--- src/rtl/fft_ctrl.sv ---
// fft_ctrl: address / write-enable / bank-select sequencer for an in-place
// radix-2 DIT FFT. Runs IDLE -> LOAD -> (CALC -> DRAIN) x LOG2N -> DONE.
// Optional feature macro: FFT_CTRL_BITREV_EN (bit-reversed LOAD addressing,
// natural-order result). Undefined: natural LOAD order, bit-reversed result.
module fft_ctrl #(
  parameter int LOG2N    = 10,
  parameter int PIPE_LAT = 2
) (
  input  logic             clk,
  input  logic             rst_n,
  input  logic             start_i,
  output logic             busy_o,
  output logic             done_o,
  output logic [LOG2N-1:0] buf_addr_o,
  output logic             loading_o,
  output logic [LOG2N-1:0] rd_addr_a_o,
  output logic [LOG2N-1:0] rd_addr_b_o,
  output logic [LOG2N-1:0] wr_addr_a_o,
  output logic [LOG2N-1:0] wr_addr_b_o,
  output logic             wr_en_a_o,
  output logic             wr_en_b_o,
  output logic             memsel_o,
  output logic [LOG2N-2:0] tw_addr_o,
  output logic [4:0]       stage_o,
  output logic             result_bank_o
);

  localparam int N    = 1 << LOG2N;
  localparam int HALF = N / 2;
  localparam int CW   = LOG2N + 1;
  localparam int TWW  = LOG2N - 1;
  localparam int DW   = (PIPE_LAT > 1) ? $clog2(PIPE_LAT) : 1;
  localparam logic RES_BANK = (LOG2N % 2) == 1;

  typedef enum logic [2:0] {S_IDLE, S_LOAD, S_CALC, S_DRAIN, S_DONE} state_t;

  state_t           state;
  logic [CW-1:0]    cnt;
  logic [DW-1:0]    dcnt;
  logic             rd_valid;
  logic             load_start;
  logic [LOG2N-1:0] j_next;
  logic [4:0]       stage_inc;
  logic             tap_v;
  logic [LOG2N-1:0] tap_a;
  logic [LOG2N-1:0] tap_b;

  // Butterfly distance for stage s.
  function automatic logic [LOG2N-1:0] span_of(input logic [4:0] s);
    return LOG2N'(1) << s;
  endfunction

  // Upper operand address: group base plus position inside the group.
  function automatic logic [LOG2N-1:0] pair_addr(input logic [4:0] s, input logic [LOG2N-1:0] j);
    logic [LOG2N-1:0] pos;
    logic [LOG2N-1:0] grp;
    pos = j & (span_of(s) - LOG2N'(1));
    grp = j >> s;
    return (grp << (s + 5'd1)) | pos;
  endfunction

  // Twiddle index: position scaled to the full-length ROM.
  function automatic logic [LOG2N-2:0] tw_of(input logic [4:0] s, input logic [LOG2N-1:0] j);
    logic [LOG2N-1:0] pos;
    pos = j & (span_of(s) - LOG2N'(1));
    return TWW'(pos << (5'(LOG2N - 1) - s));
  endfunction

`ifdef FFT_CTRL_BITREV_EN
  // Bit-reversed write address so the transform output lands in natural order.
  function automatic logic [LOG2N-1:0] load_addr(input logic [LOG2N-1:0] k);
    logic [LOG2N-1:0] r;
    for (int i = 0; i < LOG2N; i++) begin
      r[i] = k[LOG2N-1-i];
    end
    return r;
  endfunction
`else
  // Natural write address; the downstream reader does the reordering.
  function automatic logic [LOG2N-1:0] load_addr(input logic [LOG2N-1:0] k);
    return k;
  endfunction
`endif

  assign load_start    = (state == S_IDLE) && start_i;
  assign j_next        = cnt[LOG2N-1:0] + LOG2N'(1);
  assign stage_inc     = stage_o + 5'd1;
  assign result_bank_o = RES_BANK;

  // Delay line from read issue to write-back; tap is the value the write port takes next.
  generate
    if (PIPE_LAT > 1) begin : g_dly
      logic [PIPE_LAT-2:0] v_q;
      logic [LOG2N-1:0]    a_q [PIPE_LAT-1];
      logic [LOG2N-1:0]    b_q [PIPE_LAT-1];

      // Shift read addresses and read-valid toward the write port; flushed per transform.
      always_ff @(posedge clk) begin
        if (!rst_n || load_start) begin
          v_q <= '0;
          for (int i = 0; i < PIPE_LAT - 1; i++) begin
            a_q[i] <= '0;
            b_q[i] <= '0;
          end
        end else begin
          v_q[0] <= rd_valid;
          a_q[0] <= rd_addr_a_o;
          b_q[0] <= rd_addr_b_o;
          for (int i = 1; i < PIPE_LAT - 1; i++) begin
            v_q[i] <= v_q[i-1];
            a_q[i] <= a_q[i-1];
            b_q[i] <= b_q[i-1];
          end
        end
      end

      assign tap_v = v_q[PIPE_LAT-2];
      assign tap_a = a_q[PIPE_LAT-2];
      assign tap_b = b_q[PIPE_LAT-2];
    end else begin : g_nodly
      assign tap_v = rd_valid;
      assign tap_a = rd_addr_a_o;
      assign tap_b = rd_addr_b_o;
    end
  endgenerate

  // Main sequencer: state, counters and every registered output for the next cycle.
  always_ff @(posedge clk) begin
    if (!rst_n) begin
      state       <= S_IDLE;
      cnt         <= '0;
      dcnt        <= '0;
      rd_valid    <= 1'b0;
      busy_o      <= 1'b0;
      done_o      <= 1'b0;
      loading_o   <= 1'b0;
      buf_addr_o  <= '0;
      rd_addr_a_o <= '0;
      rd_addr_b_o <= '0;
      wr_addr_a_o <= '0;
      wr_addr_b_o <= '0;
      wr_en_a_o   <= 1'b0;
      wr_en_b_o   <= 1'b0;
      memsel_o    <= 1'b0;
      tw_addr_o   <= '0;
      stage_o     <= '0;
    end else begin
      wr_en_a_o   <= tap_v;
      wr_en_b_o   <= tap_v;
      wr_addr_a_o <= tap_a;
      wr_addr_b_o <= tap_b;
      done_o      <= 1'b0;
      case (state)
        S_IDLE: begin
          if (start_i) begin
            state       <= S_LOAD;
            cnt         <= '0;
            busy_o      <= 1'b1;
            loading_o   <= 1'b1;
            memsel_o    <= 1'b1;
            buf_addr_o  <= '0;
            stage_o     <= '0;
            wr_en_a_o   <= 1'b0;
            wr_en_b_o   <= 1'b0;
            wr_addr_a_o <= '0;
            wr_addr_b_o <= '0;
          end else begin
            state <= S_IDLE;
          end
        end
        S_LOAD: begin
          if (cnt == CW'(N)) begin
            state       <= S_CALC;
            cnt         <= '0;
            loading_o   <= 1'b0;
            buf_addr_o  <= '0;
            memsel_o    <= 1'b0;
            rd_valid    <= 1'b1;
            rd_addr_a_o <= pair_addr(5'd0, LOG2N'(0));
            rd_addr_b_o <= pair_addr(5'd0, LOG2N'(0)) + span_of(5'd0);
            tw_addr_o   <= tw_of(5'd0, LOG2N'(0));
          end else begin
            cnt         <= cnt + CW'(1);
            buf_addr_o  <= j_next;
            wr_en_a_o   <= 1'b1;
            wr_addr_a_o <= load_addr(cnt[LOG2N-1:0]);
            wr_en_b_o   <= 1'b0;
            wr_addr_b_o <= '0;
          end
        end
        S_CALC: begin
          if (cnt == CW'(HALF - 1)) begin
            state       <= S_DRAIN;
            cnt         <= '0;
            dcnt        <= '0;
            rd_valid    <= 1'b0;
            rd_addr_a_o <= '0;
            rd_addr_b_o <= '0;
            tw_addr_o   <= '0;
          end else begin
            cnt         <= cnt + CW'(1);
            rd_addr_a_o <= pair_addr(stage_o, j_next);
            rd_addr_b_o <= pair_addr(stage_o, j_next) + span_of(stage_o);
            tw_addr_o   <= tw_of(stage_o, j_next);
          end
        end
        S_DRAIN: begin
          if (dcnt == DW'(PIPE_LAT - 1)) begin
            dcnt <= '0;
            if (stage_o == 5'(LOG2N - 1)) begin
              state    <= S_DONE;
              done_o   <= 1'b1;
              stage_o  <= '0;
              memsel_o <= 1'b0;
            end else begin
              state       <= S_CALC;
              stage_o     <= stage_inc;
              memsel_o    <= stage_inc[0];
              cnt         <= '0;
              rd_valid    <= 1'b1;
              rd_addr_a_o <= pair_addr(stage_inc, LOG2N'(0));
              rd_addr_b_o <= pair_addr(stage_inc, LOG2N'(0)) + span_of(stage_inc);
              tw_addr_o   <= tw_of(stage_inc, LOG2N'(0));
            end
          end else begin
            dcnt <= dcnt + DW'(1);
          end
        end
        S_DONE: begin
          state  <= S_IDLE;
          busy_o <= 1'b0;
        end
        default: begin
          state       <= S_IDLE;
          cnt         <= '0;
          dcnt        <= '0;
          rd_valid    <= 1'b0;
          busy_o      <= 1'b0;
          loading_o   <= 1'b0;
          buf_addr_o  <= '0;
          rd_addr_a_o <= '0;
          rd_addr_b_o <= '0;
          wr_en_a_o   <= 1'b0;
          wr_en_b_o   <= 1'b0;
          memsel_o    <= 1'b0;
          tw_addr_o   <= '0;
          stage_o     <= '0;
        end
      endcase
    end
  end

endmodule

--- config.mk ---
export PLATFORM = sky130hd
export DESIGN_NAME = fft_ctrl
export DESIGN_NICKNAME = d
export VERILOG_FILES = /design/src/rtl/fft_ctrl.sv
export SDC_FILE = /design/constraint.sdc
export NUM_CORES = 1
export LEC_CHECK = 0
export CORE_AREA = 2 2 150 152
export DETAILED_ROUTE_END_ITERATION = 6
export DIE_AREA = 0 0 152 154
export GPL_TIMING_DRIVEN = 0
export PLACE_DENSITY = 0.59
export SLEW_MARGIN = 20
export SYNTH_ARGS = -nofsm -noshare
export SYNTH_HDL_FRONTEND = slang
export SYNTH_SLANG_ARGS = --single-unit
--- constraint.sdc ---
create_clock -name clk -period 7.8 [get_ports clk]
set_input_delay 1.56 -clock clk [delete_from_list [all_inputs] [get_ports clk]]
set_output_delay 1.56 -clock clk [all_outputs]
set_load 0.05 [all_outputs]
; Word level (Yosys, flattened, before mapping)
; Memories as Yosys holds them, arrays and structs flattened.
; Cells that the tools add are included.
[word_totals]
romBits = 0
latch_bits = 0
n_memories = 2
ramBits = 20
ff_bits = 87
[mem_list]
columns = name, depth, width, rd, rd_ports_with_merged_regs, write_ports, line
row1 = g_dly.a_q, 1, 10, 1, 0, 1, 94  ; logic [LOG2N-1:0] a_q [PIPE_LAT-1];
row2 = g_dly.b_q, 1, 10, 1, 0, 1, 95  ; logic [LOG2N-1:0] b_q [PIPE_LAT-1];
[op_classes]
bitwise_logic = 9
n_mul = 0
muxes = 67
n_lt_le_gt_ge = 0
addsub = 10
div = 0
n_eq_ne = 12
n_shift = 8
reduce_logical = 23
[op_table]
columns = operator, n
row1 = 10-bit two-way mux, 16
row2 = 10-bit case mux with 4 select lines, 2
row3 = 11-bit two-way mux, 5
row4 = 11-bit case mux with 5 select lines, 1
row5 = 10-bit case mux with 2 select lines, 2
row6 = 9-bit two-way mux, 4
row7 = 9-bit case mux with 4 select lines, 1
row8 = 10-bit case mux with 3 select lines, 1
row9 = 10-bit adder, 2
row10 = 10-bit OR reduction, 2
row11 = 1-bit by 5-bit << shifter with 10-bit output (first input constant), 2
row12 = 10-bit by 5-bit << shifter with 10-bit output, 2
row13 = 1-bit two-way mux, 19
row14 = 5-bit two-way mux, 3
row15 = 5-bit case mux with 3 select lines, 1
row16 = 3-bit two-way mux, 4
row17 = 1-bit case mux with 3 select lines, 4
row18 = 3-bit case mux with 4 select lines, 1
row19 = 3-bit AND reduction, 4
row20 = 4-bit AND reduction, 3
row21 = 3-bit OR reduction, 4
row22 = 11-bit by 1-bit adder with 11-bit output (second input constant), 1
row23 = 11-bit equality test (second input constant), 1
row24 = 11-bit by 9-bit equality test with 1-bit output (second input constant), 1
row25 = other kinds (26), 43

; Depth between registers and ports, before layout
; Gate-level depths: netlist of run 1.
[depth]
word_depth = 7
depth_mapped = 21
mapped_depth_nobuf = 20

; Worst setup path before layout of run 1
; OpenSTA, ideal clock, no wires.
[synth_path]
path_kind = reg-to-reg
from = reg stage_o[0]
to = reg rd_addr_b_o[9]
required_ps = 7674
t_arrival_ps = 4291
path_stages_with_launch = 19
synth_period_minus_slack_ps = 4417
setup_time_ps = 126
slack_ps = 3383
path_cell_list = dfxtp_1 -> buf_1 -> buf_2 -> buf_2 -> buf_1 -> buf_2 -> o211ai_1 -> a21oi_1 -> a21o_1 -> ha_1 -> a21o_1 -> a21oi_1 -> o21bai_1 -> a2111oi_0 -> o31ai_1 -> a21oi_1 -> xnor2_1 -> xor2_1 -> o22ai_1
[synth_via]
elab_chain_cells = 7
[synth_lines]
columns = element, line
row1 = from (decl), 24  ; output logic [4:0] stage_o,
row2 = from (signal assigned), 217  ; stage_o <= stage_inc;
row3 = 5-bit by 1-bit adder with 5-bit output / 1-bit by 5-bit << shifter with 10-bit output (equally long branches), "59, 87, 50"
row4 = 5-bit by 1-bit adder with 5-bit output (tied with other cells), 59  ; return (grp << (s + 5'd1)) | pos;
row5 = 10-bit by 5-bit << shifter with 10-bit output / 10-bit bitwise AND (equally long branches), "59, 57"
row6 = 10-bit adder / 10-bit bitwise OR (equally long branches), "222, 59"
row7 = 10-bit two-way mux / 10-bit adder (equally long branches), "210, 203"
row8 = "10-bit two-way mux, on equally long branches", "208, 192"
row9 = 10-bit case mux with 4 select lines, 153  ; case (state)
row10 = to (signal assigned), 180  ; rd_addr_b_o <= pair_addr(5'd0, LOG2N'(0)) + span_of(5'd0);
row11 = to (signal assigned), 203  ; rd_addr_b_o <= pair_addr(stage_o, j_next) + span_of(stage_o);
row12 = to (signal assigned), 222  ; rd_addr_b_o <= pair_addr(stage_inc, LOG2N'(0)) + span_of(stage_inc);
row13 = to (decl), 17  ; output logic [LOG2N-1:0] rd_addr_b_o,
; Parallel ways exist; a longest one is shown, timed or not. The select of a mux whose other input is x is not followed.
; A chain may end at the register's enable or synchronous reset.

; Worst setup path in the final report of run 1
; Same ends and word-level chain as after synthesis.

==> run_results.csv, run 1 <==
group,metric,value,unit
outcome,run_status,"finished, final reports clean",
synth,synthMuxAreaShare,2.136,%
min_path,hp-class,"flip-flop to flip-flop",
die,core_area,21690,um2
synth,synthCells,812,
synth,synth_area_per_cell,7.934,um2
placement,io_buffers,72,
drt,wl_met3,1.806,mm
drt,dr.first_iter.drc_count,625,
sta,max_frequency,175.7,MHz
sta,rsz0062_at_grt,"false",
drt,topRoutingLayerUsed,"met4",
layout,nNetsFinal,920,
sta,worst-slew-pin-transition,0.9567,ns
die,floorplan.rows,54,
global_routing,grt_use_total,20.35,%
die,die_x,152,um
setup_path,cpMostUsedCell,"a21oi_1",
global_routing,grt_first_pass_wirelength,37.13,mm
pwr,static-leakage-power,2.928,nW
placement,post-dp-hpwl,18.91,mm
placement,place_congestion,0.9167,
layout,syn2layout_area_growth,21.29,%
drt,drt_pass1_iterations,6,
clock_network,cts.sinks,107,
clock_network,ctsHoldBuffers,0,
placement,post_placement_worst_setup_slack,2.241,ns
setup_path,cp_top_family,"compound AO/OA/AOI/OAI gates",
sta,skew,0.01330,ns
sta,timing_max_transition_violations_final,0,
setup_path,crit_required,8.04,ns
clock_network,worst_skew_pair.late_latency,0.36,ns
drt,route.detailed.wl_per_inst,20.68,um
sta,worst_slew_margin_rel,35.76,%
setup_path,cpMaxStageDelayCell,"a2111oi_0",
drt,met1_length,11.27,mm
clock_network,cts_tree,"built",
setup_path,cp_cell_sequence,"inv_1 -> clkbuf_1 -> buf_1 -> ha_1 -> clkbuf_1 -> inv_1 -> nand4_1 -> a21oi_1 -> a21oi_1 -> o21ai_0 -> ha_1 -> a21oi_1 -> o21bai_1 -> a2111oi_0 -> o31ai_1 -> a21oi_1 -> xnor2_1 -> xor2_1 -> o22ai_1",
sta,setup_viol_count_final,0,
synth,yosys.area_share.simple,25.75,%
setup_path,endpoint_kind,"flip-flop",
synth,syn-num-nets,836,
synth,synth_enable_flop_cells,0,
pwr,pwr_total,1.090,mW
drt,ant_nets,0,
drt,routed_wirelength,24.43,mm
synth,netlist.area_leader.share,33.25,%
synth,synth-seq-area-share,33.25,%
drt,detail_route.drc_violations,0,
global_routing,globalRoute.totalOverflow,0,
pwr,powerDensity,139.5,nW/um2
sta,hold_violation_count_in_the_final_report,0,
pwr,worst_supply_voltage_drop_on_vdd,0.09852,mV
synth,post_synth_instance_area,6442,um2
run,drv_cap,0,
sta,post_route_clock_period_utilization,72.97,%
setup_path,cp_data_arrival_time,5.93,ns
clock_network,clock_tree.root_cell,"clkbuf_16",
drt,met2_wirelength,10.57,mm
synth,ys.warnings.count,0,
drt,routed-via-count,6642,
clock_network,tritoncts.num_buffers,9,
layout,num-fill-cells,2262,
clock_network,cts_max_level,3,
layout,multi_input_area,3939,um2
setup_path,critPathMaxFanout,11,
global_routing,grt_max_degree,20,
drt,viasPerCell,5.624,
global_routing,grt_pass1_vias,6199,
sta,final.setup.worst_slack,2.108,ns
die,floorplan.die_area,23410,um2
layout,drive_above_1_share,5.105,%
synth,share_of_the_synthesized_area_in_compound_gates_ao_oa_aoi_oai,25.66,%
synth,number_of_synthesized_register_bits,107,
synth,post_synth_num_cell_types,72,
synth,synth-xor-area-share,3.263,%
clock_network,post_cts_resize_count,0,
global_routing,grt_antenna_before_repair,0,
layout,diodes,0,
clock_network,clk_pin_slew_worst_paths,0.08,ns
setup_path,startpoint_type,"flip-flop",
sta,min_period,5.692,ns
clock_network,worst_case_clock_buffer_depth,2,
setup_path,worstPathBufferInverterCount,5,
synth,ys_dominant_reg_cell,"dfxtp_1",
synth,synth.largest_area_cell,"dfxtp_1",
setup_path,critPathMaxStageDelay,0.56,ns
die,floorplan.io_pins,74,
synth,synth_top_cells_by_area,"dfxtp_1, nand2_1, a21oi_1",
layout,layout_utilization,36.03,%
layout,area.sequential,2142,um2
sta,finalSetupTns,0,ns
synth,synth_async_sr_flop_share,0,%
synth,post_synth_fa_ha_maj_area_fraction,4.195,%
setup_path,criticalPathCategory,"flip-flop to flip-flop",
die,die_h,154,um
synth,largest_family_of_logic_cells_by_synthesized_area,"simple AND/OR/NAND/NOR gates",
die,floorplan.initialDensity,29.70,%
clock_network,setup_bufs_post_cts,0,
==> through the flow <==
stage          hold slack, ns  instance area, um2  cells
3_5_place_dp           0.4356                7518   1164
3_3_place_gp           0.4349                7513   1164
2_1_floorplan          0.4290                6442    812
6_report               0.4474                7814   1181
5_1_grt                0.4640                7814   1181
4_1_cts                0.4506                7809   1180
==> kinds of logic after synthesis <==
group                      after synthesis
AOI/OAI and AO/OA                      241
xor gates and xnor gates                24
adders and majority gates               21
buffers and inverters                   89
DFF                                    107
muxes                                   11
other                                    1
and+or+nand+nor                        318
==> sequential cells by signal, summed over array words and instances (netlist names), 3 cells and up <==
name	flops
rd_addr_a_o	10
stage_o	5
cnt	11
wr_addr_a_o	10
rd_addr_b_o	10
g_dly.a_q	10
wr_addr_b_o	10
g_dly.b_q	10
state	3
buf_addr_o	10
tw_addr_o	9
==> layer usage <==
metal  up-vias  GRT usage, %
li1       3112             -
met1      3189         28.18
met2       290         31.34
met3        51         4.115
met4         0         7.432
met5         -             0
==> power breakdown <==
| group | leakage, nW | internal [mW] | total [mW] | switching [mW] |
|---|---|---|---|---|
| combinational | 1.93 | 0.0268 | 0.0920 | 0.0653 |
| sequential | 0.863 | 0.549 | 0.552 | 0.00280 |
| clock | 0.138 | 0.224 | 0.446 | 0.222 |
| total | 2.93 | 0.800 | 1.09 | 0.290 |
==> path summary, 6_finish.rpt <==
path | end | slack, ns | from | cells after the start
worst max-delay path | rd_addr_b_o[9] | 2.11 | stage_o[0] | 19
worst min-delay path | wr_addr_b_o[5] | 0.45 | g_dly.b_q[0][5] | 1
worst max register to register | rd_addr_b_o[9] | 2.11 | stage_o[0] | 19
worst min register to register | wr_addr_b_o[5] | 0.45 | g_dly.b_q[0][5] | 1
==> Yosys cell counts (7+ instances only) <==
cell type and number:
mux2i_1 7, buf_2 10, o211a_1 7, nor3_1 24, o21ai_0 45, nor2_1 60
clkbuf_1 49, a21oi_1 52, o21a_1 7, buf_1 7, nand3_1 19, inv_1 19
a21o_1 8, a21boi_0 16, nand2_1 73, xnor2_1 17, and3_1 41, a211oi_1 8
xor2_1 7, a22oi_1 21, nor2b_1 34, ha_1 20, and2_1 14, nand2b_1 9
dfxtp_1 107, a22o_1 8, a32oi_1 9
==> cell type report <==
| type | count | area share (%) |
|---|---|---|
| Multi-Input combinational cell | 616 | 50.41 |
| Sequential cell | 107 | 27.41 |
| Timing Repair Buffer | 73 | 9.287 |
| Tap cell | 280 | 4.484 |
| Buffer | 70 | 3.779 |
| Clock buffer | 10 | 2.930 |
| Inverter | 19 | 0.9127 |
| Clock inverter | 6 | 0.7846 |
==> cell usage in the layout (no fill, tap or decap), types with 9 or more instances in the layout <==
master,synthesis,layout
a21oi_1,52,52
buf_2,10,11
nor2b_1,34,34
inv_1,19,19
dfxtp_1,107,107
and2_1,14,14
and3_1,41,41
xnor2_1,17,17
a22oi_1,21,21
nor3_1,24,23
nor2_1,60,60
clkbuf_1,49,50
clkdlybuf4s50_1,0,72
a32oi_1,9,9
clkbuf_16,0,9
ha_1,20,20
o21ai_0,45,45
a21boi_0,16,16
nand3_1,19,19
nand2_1,73,73
nand2b_1,9,9
No activity file was read; power rests on OpenSTA's default activity.
==> run 2: changes to the inputs <==
==> constraint.sdc (replaced) <==
create_clock -name clk -period 5.6 [get_ports clk]
set_input_delay 1.12 -clock clk [delete_from_list [all_inputs] [get_ports clk]]
set_output_delay 1.12 -clock clk [all_outputs]
set_load 0.05 [all_outputs]
==> run_results.csv, run 2 (synthesis gave the netlist of run 1 again) <==
group,metric,value,unit
layout,num-fill-cells,2262,
sta,skew,0.01500,ns
setup_path,cp_cell_sequence,"ha_1 -> buf_2 -> nand4_1 -> or3_1 -> and2_1 -> buf_2 -> o22ai_1 -> nor2_1 -> a21oi_1 -> a21oi_1 -> o21ai_0 -> ha_1 -> a21oi_1 -> o21bai_1 -> a2111oi_1 -> o31ai_1 -> a21oi_1 -> xnor2_1 -> xor2_1 -> o22ai_1",
layout,final_cell_area,7835,um2
drt,drt_pass1_iterations,5,
setup_path,worst_r2r_path_depth,20,
drt,ant_nets,0,
pwr,static-leakage-power,2.948,nW
layout,regMostFlops,"cnt",
placement,numPlacedInstances,1164,
sta,worst-slew-pin-transition,0.8324,ns
setup_path,criticalPathCategory,"flip-flop to flip-flop",
min_path,min_path_cells,1,
drt,topRoutingLayerUsed,"met4",
die,floorplan.initialDensity,29.70,%
setup_path,regToRegEndpoint,"rd_addr_b_o[9]",
clock_network,worst_case_clock_buffer_depth,2,
layout,final_common_cell,"dfxtp_1",
die,floorplan.rows,54,
layout,diodes,0,
pwr,pwr_total,1.520,mW
drt,met1_length,11.35,mm
layout,largest_reg_flops,11,
pwr,worst_supply_voltage_drop_on_vdd,0.1377,mV
sta,final.hold.worst_slack,0.4476,ns
drt,routed_wirelength,24.49,mm
die,floorplan.io_pins,74,
layout,final_cell_count_no_fill,1180,
sta,min_period,5.249,ns
setup_path,startpoint_type,"flip-flop",
sta,setup_viol_count_final,0,
drt,wl_met3,1.726,mm
setup_path,endpoint_kind,"flip-flop",
drt,met2_wirelength,10.66,mm
setup_path,crit_required,5.84,ns
die,die_x,152,um
placement,io_buffers,72,
setup_path,ff2ff_setup_slack,0.35,ns
clock_network,cts.sinks,107,
layout,nNetsFinal,919,
setup_path,cp_data_arrival_time,5.49,ns
sta,hold_violation_count_in_the_final_report,0,
drt,viasPerCell,5.575,
layout,drive_above_1_share,5.778,%
global_routing,grt_pass1_vias,6199,
drt,routed-via-count,6579,
clock_network,cts_max_level,3,
clock_network,clock_tree.root_cell,"clkbuf_16",
min_path,hp-class,"flip-flop to flip-flop",
clock_network,cts_tree,"built",
pwr,powerDensity,194.0,nW/um2
clock_network,worst_skew_pair.late_latency,0.36,ns
layout,mostFrequentLayoutCells,"dfxtp_1, nand2_1, clkdlybuf4s50_1, nor2_1, a21oi_1",
placement,postPlaceCellArea,7518,um2
clock_network,clk_pin_slew_worst_paths,0.08,ns
layout,layout_utilization,36.13,%
drt,route.detailed.wl_per_inst,20.76,um
sta,timing_max_transition_violations_final,0,
setup_path,cpMaxStageDelayCell,"dfxtp_1",
clock_network,tritoncts.num_buffers,9,
global_routing,grt_max_degree,20,
layout,syn2layout_area_growth,21.62,%
sta,post_route_clock_period_utilization,93.74,%
placement,place_congestion,0.9167,
min_path,holdCritStartpoint,"g_dly.b_q[0][5]",
layout,multi_input_area,3960,um2
drt,detail_route.drc_violations,0,
setup_path,cp_top_family,"compound AO/OA/AOI/OAI gates",
outcome,run_status,"finished, final reports clean",
layout,area.sequential,2142,um2
sta,max_frequency,190.5,MHz
sta,rsz0062_at_grt,"false",
setup_path,critPathMaxStageDelay,0.53,ns
setup_path,worstPathBufferInverterCount,2,
global_routing,globalRoute.totalOverflow,0,
setup_path,rr_startpoint,"cnt[1]",
global_routing,grt_use_total,20.35,%
die,core_area,21690,um2
placement,post-dp-hpwl,18.91,mm
global_routing,grt_first_pass_wirelength,37.13,mm
run,drv_cap,0,
die,floorplan.die_area,23410,um2
drt,dr.first_iter.drc_count,580,
global_routing,grt_antenna_before_repair,0,
setup_path,critPathMaxFanout,9,
sta,worst_slew_margin_rel,44.13,%
die,die_h,154,um
min_path,min_delay_worst_endpoint,"wr_addr_b_o[5]",
setup_path,cpMostUsedCell,"a21oi_1",
-- run 2: worst max-delay path by stage --
stage,from,to,slack [ns],cells after the start
finish,cnt[1],rd_addr_b_o[9],0.35,20
global route,cnt[1],rd_addr_b_o[9],0.03,20
CTS,stage_o[0],rd_addr_b_o[9],0.02,19
detailed placement,stage_o[0],rd_addr_b_o[9],0.04,19
floorplan,stage_o[0],rd_addr_b_o[9],1.18,18
global placement,stage_o[0],rd_addr_b_o[9],-0.05,19
-- run 2: routing by layer --
metal / global-route usage, % / vias to the layer above
met3: 4.115 / 48
met1: 28.18 / 3151
met5: 0 / -
met4: 7.432 / 0
li1: - / 3117
met2: 31.34 / 263
-- run 2: area by class of cell --
cell class,instances,share of cell area (%)
sequential,107,27.34
timing repair buffer,73,9.262
multi-input combinational,616,50.54
buffer,69,3.769
tap,280,4.471
clock inverter,6,0.7825
inverter,19,0.9103
clock buffer,10,2.922
-- run 2: what timing repair did --
action,in CTS,in global routing
setup endpoints to repair,0,3
resized for setup,0,8
hold buffers,0,0
endpoints found under the hold margin,0,0
setup buffers,0,0
-- run 2: power breakdown --
group / switching (mW) / internal, mW
sequential: 0.00389 / 0.765
combinational: 0.0908 / 0.0373
clock: 0.310 / 0.312
-- run 2: metrics by stage --
| stage | setup TNS, ns | worst slack (ns) |
|---|---|---|
| finish | 0 | 0.3505 |
| global route | 0 | 0.03278 |
| CTS | 0 | 0.01996 |
| detailed placement | 0 | 0.04079 |
| global placement | -0.05249 | -0.05249 |
| floorplan | 0 | 1.183 |
==> run 3: changes to the inputs <==
--- a/config.mk
+++ b/config.mk
@@ -9,7 +9,7 @@
 export DETAILED_ROUTE_END_ITERATION = 6
 export DIE_AREA = 0 0 152 154
 export GPL_TIMING_DRIVEN = 0
-export PLACE_DENSITY = 0.59
+export PLACE_DENSITY = 0.6
 export SLEW_MARGIN = 20
 export SYNTH_ARGS = -nofsm -noshare
 export SYNTH_HDL_FRONTEND = slang
==> constraint.sdc (replaced) <==
create_clock -name clk -period 4.75 [get_ports clk]
set_input_delay 0.95 -clock clk [delete_from_list [all_inputs] [get_ports clk]]
set_output_delay 0.95 -clock clk [all_outputs]
set_load 0.05 [all_outputs]
==> run_results.csv, run 3 (synthesis gave the netlist of run 1 again) <==
group,metric,value,unit
outcome,run_status,"finished, final reports clean",
pwr,pwr_total,1.794,mW
die,floorplan.io_pins,74,
pwr,total_switching_power,0.4738,mW
setup_path,endpoint_kind,"flip-flop",
layout,nNetsFinal,923,
layout,syn2layout_area_growth,24.24,%
drt,ant_nets,0,
layout,num-fill-cells,2278,
placement,io_buffers,72,
layout,final_common_cell,"dfxtp_1",
pwr,cellInternalPower,1.320,mW
global_routing,grt_first_pass_wirelength,37.49,mm
sta,max_frequency,217.4,MHz
global_routing,grt_antenna_before_repair,0,
setup_path,cp_cell_sequence,"ha_1 -> clkbuf_4 -> nand4_1 -> or3_4 -> and2_1 -> clkbuf_4 -> o221ai_2 -> o211ai_1 -> a21oi_2 -> a21o_1 -> ha_1 -> a21o_1 -> a21oi_2 -> o21bai_1 -> a2111oi_4 -> o31ai_1 -> a21oi_1 -> xnor2_1 -> xor2_1 -> o22ai_1",
pwr,switching_share_of_power,26.41,%
global_routing,grt_use_total,20.50,%
pwr,pwr-share-comb,9.1,%
clock_network,cts_tree,"built",
pwr,share_clk_of_total_power,40.4,%
placement,post_placement_worst_setup_slack,-0.9648,ns
sta,setup_viol_count_final,0,
clock_network,worst_case_clock_buffer_depth,2,
pwr,powerDensity,224.1,nW/um2
drt,viasPerCell,5.562,
sta,min_period,4.600,ns
sta,final.hold.worst_slack,0.4483,ns
placement,post-dp-hpwl,18.63,mm
global_routing,grt_max_degree,20,
clock_network,cts.sinks,107,
drt,routed_wirelength,24.46,mm
layout,largest_reg_flops,11,
layout,layout_utilization,36.90,%
clock_network,tritoncts.num_buffers,9,
drt,drt_pass1_iterations,7,
clock_network,ctsHoldBuffers,0,
sta,worst_slew_margin_rel,40.62,%
layout,diodes,0,
setup_path,criticalPathCategory,"flip-flop to flip-flop",
placement,place_congestion,0.9642,
setup_path,crit_required,4.98,ns
min_path,hp-class,"flip-flop to flip-flop",
sta,skew,0.009371,ns
drt,dr.first_iter.drc_count,610,
run,drv_cap,0,
layout,drive_above_1_share,8.628,%
drt,detail_route.drc_violations,0,
die,die_x,152,um
setup_path,cp_data_arrival_time,4.83,ns
setup_path,startpoint_type,"flip-flop",
placement,postPlaceCellArea,7513,um2
sta,hold_violation_count_in_the_final_report,0,
drt,route.detailed.wl_per_inst,20.65,um
layout,final_cell_area,8004,um2
layout,mostFrequentLayoutCells,"dfxtp_1, nand2_1, clkdlybuf4s50_1, nor2_1, a21oi_1",
clock_network,worst_skew_pair.late_latency,0.35,ns
drt,routed-via-count,6585,
die,floorplan.rows,54,
global_routing,grt_pass1_vias,6270,
pwr,power_frac_seq,50.5,%
pwr,static-leakage-power,3.006,nW
die,floorplan.initialDensity,29.70,%
clock_network,cts_max_level,3,
die,die_h,154,um
die,core_area,21690,um2
setup_path,critPathMaxStageDelay,0.41,ns
sta,worst-slew-pin-transition,0.8848,ns
sta,post_route_clock_period_utilization,96.85,%
setup_path,critPathMaxFanout,9,
setup_path,cpMaxStageDelayCell,"dfxtp_4",
layout,regMostFlops,"cnt",
clock_network,clk_pin_slew_worst_paths,0.08,ns
pwr,worst_supply_voltage_drop_on_vdd,0.1403,mV
sta,timing_max_transition_violations_final,0,
die,floorplan.die_area,23410,um2
sta,final.setup.worst_slack,0.1497,ns
global_routing,globalRoute.totalOverflow,0,
clock_network,clock_tree.root_cell,"clkbuf_16",
-- run 3: changes by cell type in the layout (fill, tap and decap cells not counted), moves of 4 or more --
cell,previous run,this run
o21ai_0,44,40
a21oi_2,0,4
a21oi_1,52,48
buf_4,1,7
clkbuf_1,49,43
-- run 3: power by group through the flow --
stage | Sequential [mW] | Combinational, mW | Clock, mW
2_1_floorplan | 0.942 | 0.0819 | 0
3_3_place_gp | 0.928 | 0.149 | 0
3_5_place_dp | 0.928 | 0.149 | 0
4_1_cts | 0.907 | 0.152 | 0.741
5_1_grt | 0.907 | 0.173 | 0.775
6_report | 0.907 | 0.162 | 0.725
-- run 3: worst paths after layout --
| kind | startpoint | endpoint | slack (ns) | cells past startpoint |
|---|---|---|---|---|
| hold / removal | g_dly.b_q[0][2] | wr_addr_b_o[2] | 0.45 | 1 |
| setup / recovery | cnt[1] | rd_addr_b_o[9] | 0.15 | 20 |
| setup reg to reg | cnt[1] | rd_addr_b_o[9] | 0.15 | 20 |
| hold reg to reg | g_dly.b_q[0][2] | wr_addr_b_o[2] | 0.45 | 1 |
-- run 3: final cells by class --
cell class | count | area, um2 | area share [%]
sequential | 107 | 2148 | 26.84
timing repair buffer | 78 | 763.2 | 9.536
tap | 280 | 350.3 | 4.377
inverter | 19 | 75.07 | 0.9379
buffer | 68 | 307.8 | 3.846
clock buffer | 10 | 229.0 | 2.861
multi-input combinational | 616 | 4070 | 50.85
clock inverter | 6 | 60.06 | 0.7504
-- run 3: layer usage --
layer / GRT usage, % / wire [um] / vias up
li1: - / - / 3111
met1: 28.98 / 11200 / 3130
met2: 31.42 / 10780 / 298
met3: 3.833 / 1813 / 46
met4: 6.720 / 661 / 0
met5: 0 / 0 / -
-- run 3: through the flow --
| step | TNS (ns) | cells |
|---|---|---|
| final | 0 | 1184 |
| after global placement | -3.271 | 1164 |
| after global routing | -0.05600 | 1184 |
| after floorplan | 0 | 812 |
| after CTS | 0 | 1179 |
| after detailed placement | -2.961 | 1164 |
-- run 3: what timing repair did --
| item | in CTS | in global routing |
|---|---|---|
| resized for setup | 22 | 27 |
| pin swaps | 0 | 4 |
| setup buffers | 1 | 4 |
| endpoints found under the setup margin | 6 | 4 |
-- run 3: critical path: cells and delay by family, from the launching register on --
family	cells	cell delay, ns
AO/OA/AOI/OAI	11	2.12
AND/OR/NAND/NOR	3	0.82
XOR/XNOR	2	0.33
buffers and inverters	2	0.40
adder cells (fa/ha/maj)	2	0.40
flip-flops	1	0.41
